--- src/rtl/bsg_test_node_master.sv ---
// Master end of the test-node ring: issues LFSR-payload requests to one
// client, consumes and checks its responses, and folds them into a signature.
module bsg_test_node_master #(
    parameter int          ring_width_p      = 80,
    parameter int          master_id_p       = 0,
    parameter int          client_id_p       = 0,
    parameter int          num_tests_p       = 16,
    parameter int          max_outstanding_p = 4,
    parameter logic [63:0] seed_p            = 64'h1,
    parameter int          timeout_p         = 1024
) (
    input  logic                    clk_i,
    input  logic                    reset_i,
    input  logic                    en_i,
    output logic                    v_o,
    output logic [ring_width_p-1:0] data_o,
    input  logic                    yumi_i,
    input  logic                    v_i,
    input  logic [ring_width_p-1:0] data_i,
    output logic                    ready_o,
    output logic                    done_o,
    output logic                    error_o,
    output logic [31:0]             signature_o,
    output logic [15:0]             sent_count_o,
    output logic [15:0]             recv_count_o
);

    localparam logic [3:0]  client_lp   = 4'(client_id_p);
    localparam logic [15:0] num_tests_lp = 16'(num_tests_p);
    localparam logic [3:0]  max_out_lp  = 4'(max_outstanding_p);
    localparam logic [31:0] timer_max_lp = 32'(timeout_p - 1);
    localparam logic [63:0] lfsr_mask_lp = 64'hD800_0000_0000_0000;

    typedef enum logic [1:0] {
        S_IDLE  = 2'd0,
        S_RUN   = 2'd1,
        S_DRAIN = 2'd2,
        S_DONE  = 2'd3
    } state_e;

    state_e                  state_q, state_d;
    logic [63:0]             lfsr_q, lfsr_d;
    logic [ring_width_p-1:0] data_q, data_d;
    logic [15:0]             sent_q, sent_d;
    logic [15:0]             recv_q, recv_d;
    logic [3:0]              out_q, out_d;
    logic [31:0]             timer_q, timer_d;
    logic [31:0]             sig_q, sig_d;
    logic                    error_q, error_d;

    logic send;
    logic accept;
    logic bad_hdr;
    logic bad_pad;
    logic timeout;

    // The master id is informational only; the reserved bit is never checked.
    logic unused_bits;
    assign unused_bits = ^{data_i[ring_width_p-5], 4'(master_id_p)};

    // Galois right-shift step, taps x^64+x^63+x^61+x^60+1.
    function automatic logic [63:0] lfsr_step(input logic [63:0] l);
        return {1'b0, l[63:1]} ^ (l[0] ? lfsr_mask_lp : 64'h0);
    endfunction

    // Request packet: client header, reserved zero, zero pad, 64-bit payload.
    function automatic logic [ring_width_p-1:0] make_pkt(input logic [63:0] p);
        return {client_lp, 1'b0, {(ring_width_p-69){1'b0}}, p};
    endfunction

    assign v_o          = (state_q == S_RUN) && (sent_q < num_tests_lp) && (out_q < max_out_lp);
    assign ready_o      = (state_q == S_RUN) || (state_q == S_DRAIN);
    assign done_o       = (state_q == S_DONE);
    assign data_o       = data_q;
    assign error_o      = error_q;
    assign signature_o  = sig_q;
    assign sent_count_o = sent_q;
    assign recv_count_o = recv_q;

    assign send    = v_o & yumi_i;
    assign accept  = v_i & ready_o;
    assign bad_hdr = data_i[ring_width_p-1 -: 4] != client_lp;
    assign bad_pad = |data_i[ring_width_p-6:32];

    // Next-state, counters, signature, outstanding tracking and timeout.
    always_comb begin
        state_d = state_q;
        lfsr_d  = lfsr_q;
        data_d  = data_q;
        sent_d  = sent_q;
        recv_d  = recv_q;
        out_d   = out_q;
        timer_d = timer_q;
        sig_d   = sig_q;
        error_d = error_q;
        timeout = 1'b0;

        case (state_q)
            S_IDLE, S_DONE: begin
                if (en_i) begin
                    state_d = S_RUN;
                    lfsr_d  = seed_p;
                    data_d  = make_pkt(seed_p);
                    sent_d  = '0;
                    recv_d  = '0;
                    out_d   = '0;
                    timer_d = '0;
                    sig_d   = '0;
                    error_d = 1'b0;
                end
            end
            S_RUN, S_DRAIN: begin
                if (send) begin
                    sent_d = sent_q + 16'd1;
                    lfsr_d = lfsr_step(lfsr_q);
                    data_d = make_pkt(lfsr_step(lfsr_q));
                end
                if (accept) begin
                    recv_d = recv_q + 16'd1;
                    sig_d  = {sig_q[30:0], sig_q[31]} ^ data_i[31:0];
                    if (bad_hdr || bad_pad || (out_q == 4'd0)) begin
                        error_d = 1'b1;
                    end
                end
                // Same-cycle send and accept cancel; never decrement below 0.
                if (send && !accept) begin
                    out_d = out_q + 4'd1;
                end else if (accept && !send && (out_q != 4'd0)) begin
                    out_d = out_q - 4'd1;
                end
                if (accept || (out_q == 4'd0)) begin
                    timer_d = '0;
                end else if (timer_q == timer_max_lp) begin
                    timeout = 1'b1;
                end else begin
                    timer_d = timer_q + 32'd1;
                end

                if (timeout) begin
                    error_d = 1'b1;
                    state_d = S_DONE;
                end else if ((state_q == S_RUN) && (sent_q == num_tests_lp)) begin
                    state_d = S_DRAIN;
                end else if ((state_q == S_DRAIN) && (recv_q == sent_q)) begin
                    state_d = S_DONE;
                end
            end
            default: state_d = S_IDLE;
        endcase
    end

    // State and datapath registers with asynchronous active-low reset.
    always_ff @(posedge clk_i or negedge reset_i) begin
        if (!reset_i) begin
            state_q <= S_IDLE;
            lfsr_q  <= seed_p;
            data_q  <= '0;
            sent_q  <= '0;
            recv_q  <= '0;
            out_q   <= '0;
            timer_q <= '0;
            sig_q   <= '0;
            error_q <= 1'b0;
        end else begin
            state_q <= state_d;
            lfsr_q  <= lfsr_d;
            data_q  <= data_d;
            sent_q  <= sent_d;
            recv_q  <= recv_d;
            out_q   <= out_d;
            timer_q <= timer_d;
            sig_q   <= sig_d;
            error_q <= error_d;
        end
    end

endmodule

--- config.mk ---
export PLATFORM = sky130hd
export DESIGN_NAME = bsg_test_node_master
export DESIGN_NICKNAME = d
export VERILOG_FILES = /design/src/rtl/bsg_test_node_master.sv
export SDC_FILE = /design/constraint.sdc
export NUM_CORES = 1
export LEC_CHECK = 0
export ABC_AREA = 0
export CORE_MARGIN = 5
export CORE_UTILIZATION = 44
export DETAILED_ROUTE_END_ITERATION = 10
export GPL_TIMING_DRIVEN = 0
export PLACE_DENSITY = 0.8
export REMOVE_ABC_BUFFERS = 1
export SLEW_MARGIN = 20
export SYNTH_ARGS = -nofsm -noshare
export SYNTH_HDL_FRONTEND = slang
export SYNTH_SLANG_ARGS = --single-unit
--- constraint.sdc ---
create_clock -name clk_i -period 2.63 [get_ports clk_i]
set_input_delay 0.526 -clock clk_i [delete_from_list [all_inputs] [get_ports clk_i]]
set_output_delay 0.526 -clock clk_i [all_outputs]
set_load 0.05 [all_outputs]
**Yosys cells after proc, flatten, opt, wreduce, memory -nomap -nowiden**

Cells that the tools add are included.

- Logic and storage cells: 95
- Register bits after elaboration: 247
- Bits of input ports: 85

- Bitwise gates (word level): 4
- Mux-type cells: 35
- Reduce and logical (&&, ||, !) cells: 26
- Add/subtract/negate cells: 5
- Order comparisons: 2
- Equal/unequal tests: 14

Operator list:

| kind | count |
|---|---|
| 64-bit two-way mux | 3 |
| 80-bit two-way mux | 2 |
| 80-bit one-hot mux with 2 select lines | 1 |
| 32-bit two-way mux | 4 |
| 32-bit one-hot mux with 2 select lines | 2 |
| 64-bit one-hot mux with 2 select lines | 1 |
| 16-bit one-hot mux with 2 select lines | 2 |
| 63-bit by 64-bit XOR with 64-bit output | 1 |
| 16-bit two-way mux | 3 |
| 43-bit OR reduction | 1 |
| 16-bit by 1-bit adder with 16-bit output (second input constant) | 2 |
| 32-bit by 1-bit adder with 32-bit output (second input constant) | 1 |
| 32-bit by 10-bit equality test with 1-bit output (second input constant) | 1 |
| 32-bit XOR | 1 |
| 16-bit equality test | 1 |
| 16-bit by 5-bit equality test with 1-bit output (second input constant) | 1 |
| 16-bit by 5-bit < comparator with 1-bit output (second input constant) | 1 |
| 4-bit two-way mux | 3 |
| 3-bit inequality test (second input constant) | 4 |
| 2-bit AND reduction | 5 |
| 2-bit two-way mux | 4 |
| 4-bit one-hot mux with 2 select lines | 1 |
| 4-bit nonzero test | 2 |
| 1-bit logical AND | 7 |
| 17 further kinds | 32 |

**Logic depth before layout (Yosys ltp)**

- Depth after elaboration: 10
- Depth in mapped cells: 13
- Mapped depth without buffers: 12

**Worst setup path before layout**

OpenSTA, ideal clock, no wires.

- Path kind: flip-flop to output port
- From: reg sent_q[14], in the netlist sent_count_o[14]
- To: out v_o
- Data required time: 2.104 ns
- Arrival: 2.677 ns
- Stages on the path, launching flop included: 4
- Path slack: -0.573 ns
- Buffers on the path: 0
- Cells stage by stage: dfrtp_1 nor4b_1 nand3_1 nor4_1

- Longest elaborated chain between the ends: 3

RTL lines:

| element | line | source |
|---|---|---|
| start, declared | 44 | `logic [15:0] sent_q, sent_d;` |
| start signal, assigned | 168 | `sent_q <= sent_d;` |
| 16-bit by 5-bit < comparator with 1-bit output | 71 | `assign v_o = (state_q == S_RUN) && (sent_q < num_tests_lp) && (out_q < max_out_lp);` |
| 1-bit logical AND (2 in series) | 71 |  |
| end, declared | 15 | `output logic v_o,` |

Every way passes these cells.

**Worst setup path after layout**

- From: in yumi_i
- To: reg out_q[3]

- Longest elaborated chain between the ends: 6
- Elaborated cells on any way between the ends: 9

RTL lines:

| element | line | source |
|---|---|---|
| start, declared | 17 | `input logic yumi_i,` |
| 1-bit AND * | 80 | `assign send = v_o & yumi_i;` |
| 1-bit logical NOT | 128 | `end else if (accept && !send && (out_q != 4'd0)) begin` |
| 1-bit logical AND (2 in series) | 128 |  |
| 3-bit inequality test (no line) | n/a |  |
| 2-bit AND reduction (no line) | n/a |  |
| end signal, assigned | 170 | `out_q <= out_d;` |
| end, declared | 46 | `logic [3:0] out_q, out_d;` |

Mark *: on every way between the ends. The rest lies on a longest branch, timed or not.
A chain may end at the register's enable or synchronous reset.

==> impl_metrics.py <==
metrics = {
    "status": {
        "status": "finished, final reports clean",
    },
    "placed_design": {
        "hpwl_um": 15600,
        "io_buffers": 215,
        "dp_cells": 1332,
        "place_area_sq_um": 10600,
        "place_congestion": 0.851,
    },
    "worst_setup_path": {
        "regToRegSetupSlack_ps": 70,
        "path_class": "in -> reg",
        "crit_fanout": 3,
        "reg2reg_to": "out_q[3]",
        "critical_path.endpoint_type": "register",
        "rr_worst_depth": 10,
        "setup.worst_path.start": "yumi_i",
        "worstPathRequired_ps": 2920,
        "crit_path_start_kind": "primary input",
        "r2r-start": "sent_count_o[4]",
        "endpoint": "out_q[3]",
        "worstPathArrival_ps": 2850,
    },
    "clock_network": {
        "clkLatencyLatePin_ps": 430,
        "cts_max_path_buffers": 2,
        "path_clk_slew_ps": 70,
        "root_buffer": "clkbuf_16",
        "cts_tree": "yes",
        "htree_num_levels": 4,
        "numClockSinks": 168,
        "cts_buffers": 17,
    },
    "drt": {
        "post_drt_wl_per_cell_um": 16.6,
        "drc_errors": 0,
        "via_count": 7347,
        "routed.top_layer": "met4",
        "wl_met1_um": 9670,
        "dr_wl_met2_um": 11100,
        "antenna_left": 0,
        "firstDrtPassIters": 6,
        "wl_met3_um": 1770,
        "viasPerCell": 5.33,
        "initialDrtViolationCount": 446,
        "routed_wl_um": 22900,
    },
    "synthesis": {
        "yosys_most_used_dff": "dfrtp_1",
        "synth-seq-cells": 168,
        "yosys_warnings": 0,
        "synth.area.top_cells": "dfrtp_1 48%, nand2_1 8.8%, buf_4 6.9%",
        "synth_enable_flop_cells": 0,
        "yosys.area.top_type": "dfrtp_1",
        "syn_inst": 958,
        "synth_area_sq_um": 8650,
        "synthArstFlopShare_pct": 100,
        "synth_top_area_share_pct": 48.3,
        "syn_avg_cell_area_sq_um": 9.03,
        "synth_cell_types": 54,
        "ys_seq_area_share_pct": 48.6,
    },
    "die": {
        "rows": 51,
        "initial_core_util_pct": 44.6,
        "die-area_sq_um": 22600,
        "io_pins": 233,
        "fp.coreArea_sq_um": 19400,
        "die_w_um": 150,
        "die_h_um": 150,
    },
    "sta": {
        "slew_headroom_pct": 49.9,
        "tightest_slew_ps": 751,
        "min_period_over_period_pct": 97.3,
        "setup_viol": 0,
        "rsz0062_at_grt": "true",
        "fin_crit_ps": 2560,
        "fmax_ghz": 0.391,
        "final-hold-violation-count": 0,
        "slew_violations": 0,
        "fin_skew_ps": 8.67,
    },
    "global_routing": {
        "grt_pass1_vias": 7198,
        "grt_remaining_overflow": 0,
        "grt_util_all_layers_pct": 20.1,
        "grt_pass1_wl_um": 36800,
        "grt_max_degree": 98,
        "antenna_found_initial": 0,
    },
    "min_path": {
        "hold_path_class": "in -> async",
    },
    "finish": {
        "nets": 1195,
        "multiInputGateArea_sq_um": 3790,
        "fin_area_sq_um": 11500,
        "n_antenna_cell": 0,
        "utilization_pct": 59.1,
        "instances_no_fill": 1378,
        "drive_gt1_share_pct": 8.00,
        "area_growth_pct": 32.5,
        "final-seq-area_sq_um": 4210,
        "nFillCells": 1633,
    },
    "pwr": {
        "comb_power_share_pct": 41.8,
        "peakVddDrop_v": 0.000480,
        "switching_share_pct": 41.5,
        "power_density_nw_per_um2": 902,
        "pwr-share-clk_pct": 25.6,
        "p_int_mw": 6.05,
        "p_seq_share_pct": 32.6,
        "leakage_nw": 4.99,
        "switchingPower_mw": 4.29,
    },
    "run": {
        "cap_violations": 0,
    },
}
-- sequential cells by signal, summed over array words and instances, names as in the netlist --
name / flops
timer_q: 32
lfsr_q: 63
signature_o: 32
out_q: 4
sent_count_o: 16
error_o: 1
state_q: 2
data_o: 2
recv_count_o: 16
-- cell families after synthesis --
| logic type | share of synthesized area, % |
|---|---|
| muxes | 0.926 |
| adders and majority gates | 1.53 |
| buffers and inverters | 10.0 |
| other | 0.0434 |
| and+or+nand+nor | 23.9 |
| xor gates and xnor gates | 5.98 |
| DFF | 48.6 |
| AOI/OAI and AO/OA | 9.00 |
-- how the worst min path moves through the flow --
stage	from	slack, ps	endpoint	depth (start not counted)
3_3_place_gp	data_o[0]	460	data_o[0]	2
5_1_grt	reset_i	450	signature_o[30]	2
6_report	reset_i	470	signature_o[30]	2
4_1_cts	reset_i	440	signature_o[30]	2
2_1_floorplan	reset_i	230	data_o[0]	0
3_5_place_dp	reset_i	300	signature_o[30]	1
-- cell usage in the layout (no fill, tap or decap), types with 4 or more instances in the layout --
cell type	count
o21ai_1	4
dfrtp_1	166
o22ai_1	6
o31ai_1	10
conb_1	16
nor3_1	11
ha_1	8
buf_4	13
inv_1	18
o21ai_0	60
clkdlybuf4s50_1	212
and2_1	12
nor4_1	30
buf_16	5
and3_1	7
a21oi_1	18
nand3_1	90
inv_6	6
xnor2_1	58
a31oi_1	15
nor4_2	4
mux2i_1	8
nand2_1	202
nor2_1	21
or3_1	10
clkbuf_16	17
nand4_1	15
-- power by group through the flow --
stage	clock [mW]	combinational [mW]	sequential [mW]
finish	2.64	4.32	3.38
global route	2.80	4.62	3.44
CTS	2.68	4.30	3.37
detailed placement	0	4.14	3.42
global placement	0	3.89	3.39
floorplan	0	1.53	4.41
-- metrics by stage --
step	setup TNS, ps	power, mW	worst slack (ps)	hold WS, ps
CTS	0	10.4	14.1	444
global route	-211	10.9	-33.8	453
detailed placement	-50710	7.56	-1140	301
floorplan	-85040	5.94	-1220	230
finish	0	10.3	71.4	469
global placement	-1296060	7.28	-5920	460
-- final cells by class --
type	count	area share [%]
clock buffer	18	3.83
clock inverter	14	1.58
inverter	18	0.590
multi-input combinational	659	33.1
sequential	168	36.7
tap	265	2.89
timing repair buffer	236	21.3
-- Yosys cell counts, types with 2 or more instances --
cell      instances
buf_4            79
a22o_1            2
and3_1            7
nor3_1           12
buf_1            14
mux2i_1           8
or4_1             2
or3_1            11
inv_1            18
nor2_1           24
o21ai_1           4
o31ai_1          10
xnor2_1          58
dfrtp_1         167
o211ai_1          3
and2_1           12
a21o_1            2
nand4_1          15
nand2_1         203
o22ai_1           6
nand3_1          92
o21ai_2           2
buf_2             3
a31oi_1          15
a41oi_1           2
and4_1            3
a21oi_1          19
nor4_2            2
nor4b_1           3
nand2b_1          4
or2_2             2
o21ai_0          60
clkbuf_1         31
nor4_1           34
ha_1              9
buf_6             2
-- critical path, stage by stage --
cell,delay (ps)
clkdlybuf4s50_1,460
nor4b_1,440
nand4_1,190
nand2b_4,190
ha_1,270
a21o_1,170
a21oi_2,150
nand4_1,100
o31ai_1,110
xnor2_1,150
o22ai_1,90
-- routing by layer --
metal / global-route usage [%] / vias to the layer above
li1: - / 3485
met1: 25.9 / 3539
met2: 33.7 / 287
met3: 5.45 / 36
met4: 5.17 / 0
met5: 0 / -
-- timing repair --
| action | CTS | global route |
|---|---|---|
| setup endpoints to repair | 99 | 26 |
| pin swaps | 2 | 2 |
| endpoints found under the hold margin | 1 | 0 |
| buffers inserted | 9 | 3 |
| cloned | 1 | 0 |
| resized for setup | 20 | 9 |
| hold buffers | 1 | 0 |
No activity file was read; power rests on OpenSTA's default activity.
